**config.mk**
```make
export PLATFORM = sky130hd
export DESIGN_NAME = seg7_scan_controller_flat
export DESIGN_NICKNAME = d
export VERILOG_FILES = /design/src/rtl/seg7_scan_controller_if.sv /design/src/rtl/seg7_scan_controller.sv /design/src/flat_wrapper.sv
export SDC_FILE = /design/constraint.sdc
export NUM_CORES = 1
export LEC_CHECK = 0
export ABC_AREA = 1
export CELL_PAD_IN_SITES_DETAIL_PLACEMENT = 0
export CELL_PAD_IN_SITES_GLOBAL_PLACEMENT = 1
export CORE_MARGIN = 1.5
export CORE_UTILIZATION = 36
export DETAILED_ROUTE_END_ITERATION = 8
export GPL_TIMING_DRIVEN = 0
export HOLD_SLACK_MARGIN = 0.12
export PLACE_DENSITY = 0.78
export SYNTH_ARGS = -nofsm -noshare
export SYNTH_HDL_FRONTEND = slang
export SYNTH_SLANG_ARGS = --single-unit
```
**constraint.sdc**
```tcl
create_clock -name clk -period 1.77 [get_ports clk]
set_clock_uncertainty 0.2 [all_clocks]
set_input_delay 0.354 -clock clk [delete_from_list [all_inputs] [get_ports clk]]
set_output_delay 0.354 -clock clk [all_outputs]
set_load 0.05 [all_outputs]
```
**src/rtl/seg7_scan_controller_if.sv**
```systemverilog
// Load channel of the 7-segment scan controller: one nibble per digit,
// transferred with a valid/ready handshake.
interface seg7_scan_controller_if #(
    parameter int NUM_DIGITS = 4
);
    logic                    load_valid;
    logic                    load_ready;
    logic [4*NUM_DIGITS-1:0] load_data;

    modport master (output load_valid, output load_data, input load_ready);
    modport slave  (input load_valid, input load_data, output load_ready);
endinterface

```
**src/rtl/seg7_scan_controller.sv**
```systemverilog
// Time-multiplexed scan controller for a bank of 7-segment digits with
// per-slot blanking and frame-aligned display updates.
module seg7_scan_controller #(
    parameter int  NUM_DIGITS       = 4,
    parameter int  CLK_DIV          = 100000,
    parameter int  BLANK_CYCLES     = 16,
    parameter bit  ANODE_ACTIVE_LOW = 1'b1,
    localparam int IDX_W            = (NUM_DIGITS > 1) ? $clog2(NUM_DIGITS) : 1
) (
    input  logic                     clk,
    input  logic                     rst,
    seg7_scan_controller_if.slave    load_if,
    input  logic [NUM_DIGITS-1:0]    digit_en,
    output logic [3:0]               digit_nibble,
    output logic [NUM_DIGITS-1:0]    anode,
    output logic [IDX_W-1:0]         digit_idx,
    output logic                     frame_done
);

    localparam int MAX_LEN = (CLK_DIV > BLANK_CYCLES) ? CLK_DIV : BLANK_CYCLES;
    localparam int CNT_W   = (MAX_LEN > 1) ? $clog2(MAX_LEN) : 1;

    localparam logic [CNT_W-1:0]      BLANK_LAST = CNT_W'(BLANK_CYCLES - 1);
    localparam logic [CNT_W-1:0]      SHOW_LAST  = CNT_W'(CLK_DIV - 1);
    localparam logic [IDX_W-1:0]      IDX_LAST   = IDX_W'(NUM_DIGITS - 1);
    localparam logic [NUM_DIGITS-1:0] ANODE_OFF  =
        ANODE_ACTIVE_LOW ? {NUM_DIGITS{1'b1}} : {NUM_DIGITS{1'b0}};

    typedef enum logic {
        ST_BLANK,
        ST_SHOW
    } state_e;

    state_e                    state_q, state_d;
    logic [CNT_W-1:0]          cnt_q, cnt_d;
    logic [IDX_W-1:0]          idx_q, idx_d;
    logic [4*NUM_DIGITS-1:0]   display_q, display_d;
    logic [4*NUM_DIGITS-1:0]   pending_q, pending_d;
    logic                      pending_valid_q, pending_valid_d;
    logic [3:0]                nibble_q, nibble_d;
    logic [NUM_DIGITS-1:0]     anode_q, anode_d;
    logic                      frame_done_q, frame_done_d;

    logic                      accept;
    logic                      last_show;
    logic [NUM_DIGITS-1:0]     sel;
    logic [NUM_DIGITS-1:0]     show_mask;

    assign load_if.load_ready = ~pending_valid_q;
    assign accept             = load_if.load_valid & ~pending_valid_q;
    assign last_show          = (state_q == ST_SHOW) && (idx_q == IDX_LAST)
                                && (cnt_q == SHOW_LAST);

    // Outputs are computed from the next-state values so that the registered
    // anode/nibble change on the same edge that enters each state.
    always_comb begin
        // NOTE: every signal written here gets a default first; a missed branch
        // would otherwise infer a latch.
        state_d         = state_q;
        cnt_d           = cnt_q + 1'b1;
        idx_d           = idx_q;
        display_d       = display_q;
        pending_d       = pending_q;
        pending_valid_d = pending_valid_q;

        case (state_q)
            ST_BLANK: begin
                if (cnt_q == BLANK_LAST) begin
                    state_d = ST_SHOW;
                    cnt_d   = '0;
                end
            end
            ST_SHOW: begin
                if (cnt_q == SHOW_LAST) begin
                    state_d = ST_BLANK;
                    cnt_d   = '0;
                    idx_d   = (idx_q == IDX_LAST) ? '0 : idx_q + 1'b1;
                end
            end
            default: begin
                state_d = ST_BLANK;
                cnt_d   = '0;
            end
        endcase

        // Accept is impossible while pending is full, so the two branches never collide.
        if (last_show && pending_valid_q) begin
            display_d       = pending_q;
            pending_valid_d = 1'b0;
        end else if (accept) begin
            pending_d       = load_if.load_data;
            pending_valid_d = 1'b1;
        end

        nibble_d     = display_d[{idx_d, 2'b00} +: 4];
        sel          = NUM_DIGITS'(1) << idx_d;
        show_mask    = (state_d == ST_SHOW) ? (sel & digit_en) : '0;
        anode_d      = ANODE_ACTIVE_LOW ? ~show_mask : show_mask;
        frame_done_d = (state_d == ST_SHOW) && (idx_d == IDX_LAST)
                       && (cnt_d == SHOW_LAST);
    end

    // NOTE: sequential state uses non-blocking assignments only, so every
    // register samples the pre-edge values regardless of statement order.
    always_ff @(posedge clk) begin
        if (rst) begin
            state_q         <= ST_BLANK;
            cnt_q           <= '0;
            idx_q           <= '0;
            // NOTE: the display bank is reset explicitly so the first frame after
            // reset shows zeros instead of whatever was latched before.
            display_q       <= '0;
            pending_q       <= '0;
            pending_valid_q <= 1'b0;
            nibble_q        <= '0;
            anode_q         <= ANODE_OFF;
            frame_done_q    <= 1'b0;
        end else begin
            state_q         <= state_d;
            cnt_q           <= cnt_d;
            idx_q           <= idx_d;
            display_q       <= display_d;
            pending_q       <= pending_d;
            pending_valid_q <= pending_valid_d;
            nibble_q        <= nibble_d;
            anode_q         <= anode_d;
            frame_done_q    <= frame_done_d;
        end
    end

    assign digit_nibble = nibble_q;
    assign anode        = anode_q;
    assign digit_idx    = idx_q;
    assign frame_done   = frame_done_q;

endmodule

```
**src/flat_wrapper.sv**
```systemverilog
// flat-port wrapper written by rule: the top's interface ports become plain ports
module seg7_scan_controller_flat 
#(
    parameter int  NUM_DIGITS       = 4,
    parameter int  CLK_DIV          = 100000,
    parameter int  BLANK_CYCLES     = 16,
    parameter bit  ANODE_ACTIVE_LOW = 1'b1,
    localparam int IDX_W            = (NUM_DIGITS > 1) ? $clog2(NUM_DIGITS) : 1
)
  (clk, rst, digit_en, digit_nibble, anode, digit_idx, frame_done, load_if_load_valid, load_if_load_data, load_if_load_ready);
  seg7_scan_controller_if #(.NUM_DIGITS(NUM_DIGITS)) load_if_i ();
  input  logic clk;
  input  logic rst;
  input  logic [NUM_DIGITS-1:0] digit_en;
  output logic [3:0] digit_nibble;
  output logic [NUM_DIGITS-1:0] anode;
  output logic [IDX_W-1:0] digit_idx;
  output logic frame_done;
  input wire logic [$bits(load_if_i.load_valid)-1:0] load_if_load_valid;
  input wire logic [$bits(load_if_i.load_data)-1:0] load_if_load_data;
  output wire logic [$bits(load_if_i.load_ready)-1:0] load_if_load_ready;
  assign load_if_i.load_valid = load_if_load_valid;
  assign load_if_i.load_data = load_if_load_data;
  assign load_if_load_ready = load_if_i.load_ready;
  seg7_scan_controller #(.NUM_DIGITS(NUM_DIGITS), .CLK_DIV(CLK_DIV), .BLANK_CYCLES(BLANK_CYCLES), .ANODE_ACTIVE_LOW(ANODE_ACTIVE_LOW)) u_core (.clk(clk), .rst(rst), .load_if(load_if_i), .digit_en(digit_en), .digit_nibble(digit_nibble), .anode(anode), .digit_idx(digit_idx), .frame_done(frame_done));
endmodule
```
-- Word level (Yosys, flattened, before mapping)
Cells that the tools add are included.
- input port bits: 23
- output and inout bits: 12
- register bits after elaboration: 62
- logic and storage cells: 42
- add/subtract/negate cells: 2
- reductions and logical operators: 7
- equality and inequality tests: 5
- bitwise logic cells: 6
- multiplexer cells: 11
- shift-type cells: 2
- operators with widths (operator ; count):
    $eq A17 B17 Y1 const B ; 2
    $mux W17 ; 2
    $pmux W17 S2 ; 1
    $add A17 B1 Y17 const B ; 1
    $eq A17 B4 Y1 const B ; 1
    $mux W16 ; 1
    $shiftx A16 B5 Y4 ; 1
    $mux W2 ; 3
    $logic_and A1 B1 Y1 ; 5
    $and A4 B4 Y4 ; 1
    $eq A2 B2 Y1 const B ; 2
    $mux W4 ; 1
    $not A4 Y4 ; 1
    $shl A1 B2 Y4 const A ; 1
    $not A1 Y1 ; 3
    $add A2 B1 Y2 const B ; 1
    $mux W1 ; 2
    $pmux W1 S2 ; 1
    $reduce_and A2 Y1 ; 1
    $reduce_or A2 Y1 ; 1
    $and A1 B1 Y1 ; 1

-- Logic depth before layout (Yosys ltp)
- depth in word-level cells: 8
- gate-level depth with buffers: 14
- gate-level depth less buffers: 14

-- Worst setup path after synthesis
Ideal clock, no wire load.
- path type: reg-to-reg
- start: register u_core.idx_q[1], in the netlist u_core.digit_idx[1]
- end: register u_core.nibble_q[2], in the netlist u_core.digit_nibble[2]
- library setup time: 128 ps
- arrival: 1832 ps
- path slack: -390 ps
- required time: 1442 ps
- stages on the path, launching flop included: 12
- path buffers: 1
- clock period less this slack: 2160 ps
- cell sequence: dfxtp_1 -> ha_1 -> nand2_1 -> inv_1 -> nand4_4 -> buf_2 -> nand2_1 -> nand2_1 -> nand3_1 -> nand2_1 -> nor2_1 -> nor2_1
- word-level cells in the longest chain between the ends: 6
- elaborated cells on any way between the ends: 10
- classes of those cells: add/sub (1); eq/ne (1); shift (1); mux (4); reduce/logical (3)
- RTL lines (item ; RTL line ; source):
    start: declaration ; seg7_scan_controller.sv:36 ; logic [IDX_W-1:0] idx_q, idx_d;
    start signal: assignment ; seg7_scan_controller.sv:121 ; idx_q <= idx_d;
    parallel branches: the longest is 5 deep, another holds $add A2 B1 Y2 ; - ;
    $shiftx A16 B5 Y4 * ; seg7_scan_controller.sv:95 ; nibble_d = display_d[{idx_d, 2'b00} +: 4];
    end signal: assignment ; seg7_scan_controller.sv:125 ; nibble_q <= nibble_d;
    end: declaration ; seg7_scan_controller.sv:40 ; logic [3:0] nibble_q, nibble_d;
Mark *: on every way between the ends.
A chain may end at the register's enable or synchronous reset.

-- Worst setup path in the final report
- start: register u_core.cnt_q[13]
- end: register u_core.nibble_q[0], in the netlist u_core.digit_nibble[0]
- word-level cells in the longest chain between the ends: 5
- elaborated cells on any way between the ends: 7
- classes of those cells: eq/ne (1); shift (1); mux (3); reduce/logical (2)
- RTL lines (item ; RTL line ; source):
    start: declaration ; seg7_scan_controller.sv:35 ; logic [CNT_W-1:0] cnt_q, cnt_d;
    start signal: assignment ; seg7_scan_controller.sv:120 ; cnt_q <= cnt_d;
    $eq A17 B17 Y1 * ; seg7_scan_controller.sv:52, seg7_scan_controller.sv:74 ;
    $logic_and A1 B1 Y1 ; seg7_scan_controller.sv:52 ; && (cnt_q == SHOW_LAST);
    $logic_and A1 B1 Y1 ; seg7_scan_controller.sv:87 ; if (last_show && pending_valid_q) begin
    $mux W16 ; seg7_scan_controller.sv:87 ;
    $shiftx A16 B5 Y4 * ; seg7_scan_controller.sv:95 ;
Mark *: on every way between the ends. The rest lies on a longest branch, timed or not.

==> report_table.html <==
<table>
<tr><th>Metric</th><th>Value</th></tr>
<tr><th colspan="2">Route</th></tr>
<tr><td>Routed via count</td><td>around 2,700</td></tr>
<tr><td>Vias per Instance</td><td>between 4 and 5</td></tr>
<tr><td>Violation count after the first detailed-routing iteration</td><td>93</td></tr>
<tr><td>Wirelength per Cell</td><td>roughly 13 um</td></tr>
<tr><td>Number of optimization iterations in the first detailed-route pass</td><td>4</td></tr>
<tr><td>Drt drc</td><td>0</td></tr>
<tr><td>Routed Wire Length</td><td>7360 um</td></tr>
<tr><td>Number of nets with antenna violations after routing</td><td>0</td></tr>
<tr><th colspan="2">Floorplanning</th></tr>
<tr><td>Die Y-Extent</td><td>~93 um</td></tr>
<tr><td>Core area</td><td>roughly 0.0078 sq mm</td></tr>
<tr><td>Horizontal extent of the die</td><td>slightly above 90 um</td></tr>
<tr><td>I/O pin cnt</td><td>35</td></tr>
<tr><td>Initial cell density of the core</td><td>between 30% and 40%</td></tr>
<tr><td>DIE AREA</td><td>around 0.0086 sq mm</td></tr>
<tr><td>Row count</td><td>32</td></tr>
<tr><th colspan="2">Timing</th></tr>
<tr><td>Unrepaired setup endpoints after global routing</td><td>true</td></tr>
<tr><td>Setup violators final</td><td>11</td></tr>
<tr><td>Actual slew at the worst max-slew pin</td><td>between 0.6 and 0.7 ns</td></tr>
<tr><td>Fmax</td><td>between 500 and 600 MHz</td></tr>
<tr><td>Shortest period the worst path allows</td><td>1.93 ns</td></tr>
<tr><td>Setup TNS</td><td>-1.01 ns</td></tr>
<tr><td>Fin. max-slew vios</td><td>0</td></tr>
<tr><td>Relative max-transition margin</td><td>between 50 and 60%</td></tr>
<tr><td>Final hold viol count</td><td>0</td></tr>
<tr><td>Final worst-path cycle share</td><td>109%</td></tr>
<tr><td>Least setup slack across all paths after layout</td><td>-0.164 ns</td></tr>
<tr><th colspan="2">Status</th></tr>
<tr><td>Result of the run</td><td>finished with violations</td></tr>
<tr><td>Violated checks</td><td>setup timing</td></tr>
<tr><th colspan="2">Synth</th></tr>
<tr><td>Register area share after synthesis</td><td>a little over two fifths</td></tr>
<tr><td>Multiplexer share of the synthesized area</td><td>0%</td></tr>
<tr><td>Main combinational cell family by area after synthesis</td><td>simple AND/OR/NAND/NOR gates</td></tr>
<tr><td>Async S/R FF share, synth</td><td>0%</td></tr>
<tr><td>Prevailing post-synth register cell</td><td>dfxtp_1</td></tr>
<tr><td>Post-synthesis instance total</td><td>395</td></tr>
<tr><td>Post-synth EDFFs</td><td>0</td></tr>
<tr><td>Complex-gate fraction of the synthesized area</td><td>6.93%</td></tr>
<tr><td>Library cell occupying the most area in the post-synthesis netlist</td><td>dfxtp_1</td></tr>
<tr><td>Synthesized area</td><td>roughly 0.0029 sq mm</td></tr>
<tr><td>Synth Register Bits</td><td>62</td></tr>
<tr><td>Xor-xnor portion of the synthesized cell area</td><td>about 2.7%</td></tr>
<tr><td>Library cells used by synthesis</td><td>30</td></tr>
<tr><td>Area share of the largest cell type after synthesis</td><td>a little over two fifths</td></tr>
<tr><td>Adder and majority cell fraction of the synthesized area</td><td>0.866%</td></tr>
<tr><td>Number of warnings reported in the yosys synthesis log</td><td>0</td></tr>
<tr><td>Simple-Gate Fraction of Synth Area</td><td>between 40 and 50%</td></tr>
<tr><td>Syn Nets</td><td>420</td></tr>
<tr><td>Biggest area contributors in the synthesized netlist</td><td>dfxtp_1 (43%), nor2_1 (11%), nand2_1 (11%), nand3_1 (5.2%), a21oi_1 (3.3%)</td></tr>
<tr><td>Post-synthesis average cell area</td><td>approximately 7.3 sq um</td></tr>
<tr><th colspan="2">Global routing</th></tr>
<tr><td>Overflow after GRT</td><td>0</td></tr>
<tr><td>Overall Global Routing Usage</td><td>18.5%</td></tr>
<tr><td>Wire length of the first global-routing pass</td><td>between 10,000 and 15,000 um</td></tr>
<tr><td>Antenna violations before repair</td><td>0</td></tr>
<tr><td>Pin count of the biggest net entering global routing</td><td>13</td></tr>
<tr><td>Vias in the first global route</td><td>2,500</td></tr>
<tr><th colspan="2">Clock network</th></tr>
<tr><td>Total clock buffers created by CTS</td><td>9</td></tr>
<tr><td>CTS hold repair buffers</td><td>0</td></tr>
<tr><td>CTS tree</td><td>built</td></tr>
<tr><td>CTS Sinks</td><td>62</td></tr>
<tr><td>CTS Root Cell</td><td>clkbuf_8</td></tr>
<tr><td>Clk Latency, worst-skew pair</td><td>approximately 0.35 ns</td></tr>
<tr><td>Maximum level of the CTS H-tree</td><td>3</td></tr>
<tr><td>Clock input transition at the sequential cells of the worst setup and hold paths</td><td>0.07 ns</td></tr>
<tr><td>Max clock buf depth</td><td>2</td></tr>
<tr><th colspan="2">Power</th></tr>
<tr><td>Sequential cell fraction of total power</td><td>between 50% and 60%</td></tr>
<tr><td>Proportion of power drawn by combinational gates</td><td>under 10%</td></tr>
<tr><td>Static leakage</td><td>1.76 nW</td></tr>
<tr><td>Clock share of power</td><td>approximately 41%</td></tr>
<tr><td>Int Power</td><td>about 2.0 mW</td></tr>
<tr><td>Power Dens Cells</td><td>roughly 690 mW/mm^2</td></tr>
<tr><td>Total Power Consumption</td><td>roughly 2.7 mW</td></tr>
<tr><td>Switch Pwr</td><td>between 0.7 and 0.8 mW</td></tr>
<tr><td>Worst vdd rail ir drop</td><td>just under 0.4 mV</td></tr>
<tr><td>Sw frac</td><td>26.8%</td></tr>
<tr><th colspan="2">Cells and area</th></tr>
<tr><td>Diodes inserted</td><td>0</td></tr>
<tr><td>Number of cells in the finished layout apart from fillers</td><td>570</td></tr>
<tr><td>Ratio of cells with drive above 1 in the final layout</td><td>27.1%</td></tr>
<tr><td>Post-synthesis to final-layout area growth</td><td>38.0%</td></tr>
<tr><td>Number of inserted filler cells in the final layout</td><td>roughly 770</td></tr>
<tr><td>Post-layout instance area</td><td>about 0.004 sq mm</td></tr>
<tr><td>Number of nets in the final layout</td><td>slightly below 500</td></tr>
<tr><th colspan="2">Setup path</th></tr>
<tr><td>Worst path arrival time</td><td>1.96 ns</td></tr>
<tr><td>Startpoint kind of the worst setup timing path</td><td>flop</td></tr>
<tr><td>Element type at the critical path end</td><td>flop</td></tr>
<tr><td>Highest fanout seen on the critical path</td><td>8</td></tr>
<tr><td>Register-to-Register Path Depth</td><td>12</td></tr>
<tr><td>Classification of the worst setup path</td><td>flop to flop</td></tr>
<tr><td>Worst Path Required</td><td>roughly 1.8 ns</td></tr>
<tr><th colspan="2">Placement</th></tr>
<tr><td>DP HPWL</td><td>around 5000 um</td></tr>
<tr><td>Post-placement cell area</td><td>about 0.0034 sq mm</td></tr>
<tr><td>Number of cells in the design after placement</td><td>between 500 and 600</td></tr>
<tr><td>Gpl congestion</td><td>approximately 0.83</td></tr>
<tr><td>Buffers added on ports</td><td>33</td></tr>
<tr><th colspan="2">Worst hold path</th></tr>
<tr><td>Worst min-delay path class</td><td>input port to flop</td></tr>
<tr><td>Depth of the worst hold-timing path</td><td>2</td></tr>
<tr><th colspan="2">Flow run</th></tr>
<tr><td>Maximum capacitance violations</td><td>0</td></tr>
</table>
==> final timing paths <==
check,start,endpoint,slack (ns)
setup / recovery,u_core.cnt_q[13],u_core.digit_nibble[0],-0.16
hold / removal,rst,u_core.cnt_q[15],0.15
setup reg to reg,u_core.cnt_q[13],u_core.digit_nibble[0],-0.16
hold reg to reg,u_core.display_q[12],u_core.display_q[12],0.27
==> timing repair <==
| action | 4_1_cts | 5_1_grt |
|---|---|---|
| pin swaps | 28 | 10 |
| hold endpoints to repair | 0 | 0 |
| endpoints found under the setup margin | 49 | 38 |
| gates cloned | 1 | 0 |
| gates resized for setup | 64 | 26 |
| setup buffers | 21 | 3 |
==> stage by stage <==
stage	hold WS [ns]	worst slack [ns]	util, %
2_1_floorplan	0.227	-0.00508	-
3_3_place_gp	0.238	-0.416	43.8
3_5_place_dp	0.246	-0.419	43.8
4_1_cts	0.152	-0.163	50.4
5_1_grt	0.186	-0.273	51.3
6_report	0.154	-0.164	51.3
==> cells in the final DEF (no fill, tap or decap), types with 9 or more instances in the layout <==
cell type	instances
a21oi_1	13
nand3_1	27
nand2_1	70
clkdlybuf4s50_1	21
nor2_1	77
buf_4	19
clkbuf_8	9
inv_1	22
dfxtp_1	50
nand2_2	16
o21ai_0	17
nor2_4	10
dfxtp_2	9
nand2_4	11
==> sequential cells by signal (all words and copies together), names as in the netlist, 2 cells and up <==
register,flops
u_core.pending_q,16
u_core.digit_nibble,4
u_core.cnt_q,17
u_core.anode,4
u_core.digit_idx,2
u_core.display_q,16
==> Yosys cell counts (2+ instances only) <==
master    count
nor2_8        2
nand4_1       8
nand3_1      30
nor3_1        7
nand2_1      82
nor2_1       83
dfxtp_1      62
o21ai_0      18
a21oi_1      19
xnor2_1       2
nor2_4        7
ha_1          2
nand3b_1      3
nor2_2        2
inv_2         3
xor2_1        7
clkbuf_1      7
nand2_2      15
nand2_4       2
inv_1        24
==> cell type report <==
cell class | count | area (sq um) | share of cell area, %
Clock inverter | 7 | 50.0 | 1.26
Tap cell | 102 | 128 | 3.20
Multi-Input combinational cell | 296 | 1700 | 42.7
Timing Repair Buffer | 58 | 554 | 13.9
Clock buffer | 9 | 124 | 3.11
Buffer | 8 | 53.8 | 1.35
Inverter | 28 | 110 | 2.76
Sequential cell | 62 | 1260 | 31.7
==> metal layers <==
layer  global-route usage (%)  vias up  wire length (um)
li1                         -     1414                 -
met1                     24.0     1219              3580
met2                     29.2       51              3360
met3                     5.50       10               309
met4                     6.54        0               106
met5                        0        -                 0
==> critical path, stage by stage (launching register included) <==
cell     delay, ns
dfxtp_1       0.34
nor2_2        0.17
inv_2         0.10
nor2_8        0.16
nand3_4       0.12
buf_12        0.15
nand2_8       0.06
nand2_8       0.08
buf_6         0.13
nand3_1       0.07
nand2_1       0.05
nor2_1        0.13
nor2_1        0.05
==> power by group through the flow <==
stage	combinational, mW	clock [mW]	sequential, mW
finish	0.158	1.13	1.46
global route	0.176	1.23	1.46
CTS	0.159	1.15	1.46
detailed placement	0.151	0	1.49
floorplan	0.0777	0	1.48
global placement	0.148	0	1.49
==> logic make-up (layout without fill, tap and decap cells) <==
group,after synthesis,in the layout
and+or+nand+nor,246,246
xor gates and xnor gates,9,9
adders and majority gates,2,2
buffers and inverters,37,110
AOI/OAI and AO/OA,39,39
DFF,62,62
Power figures use the tool's default switching activity.
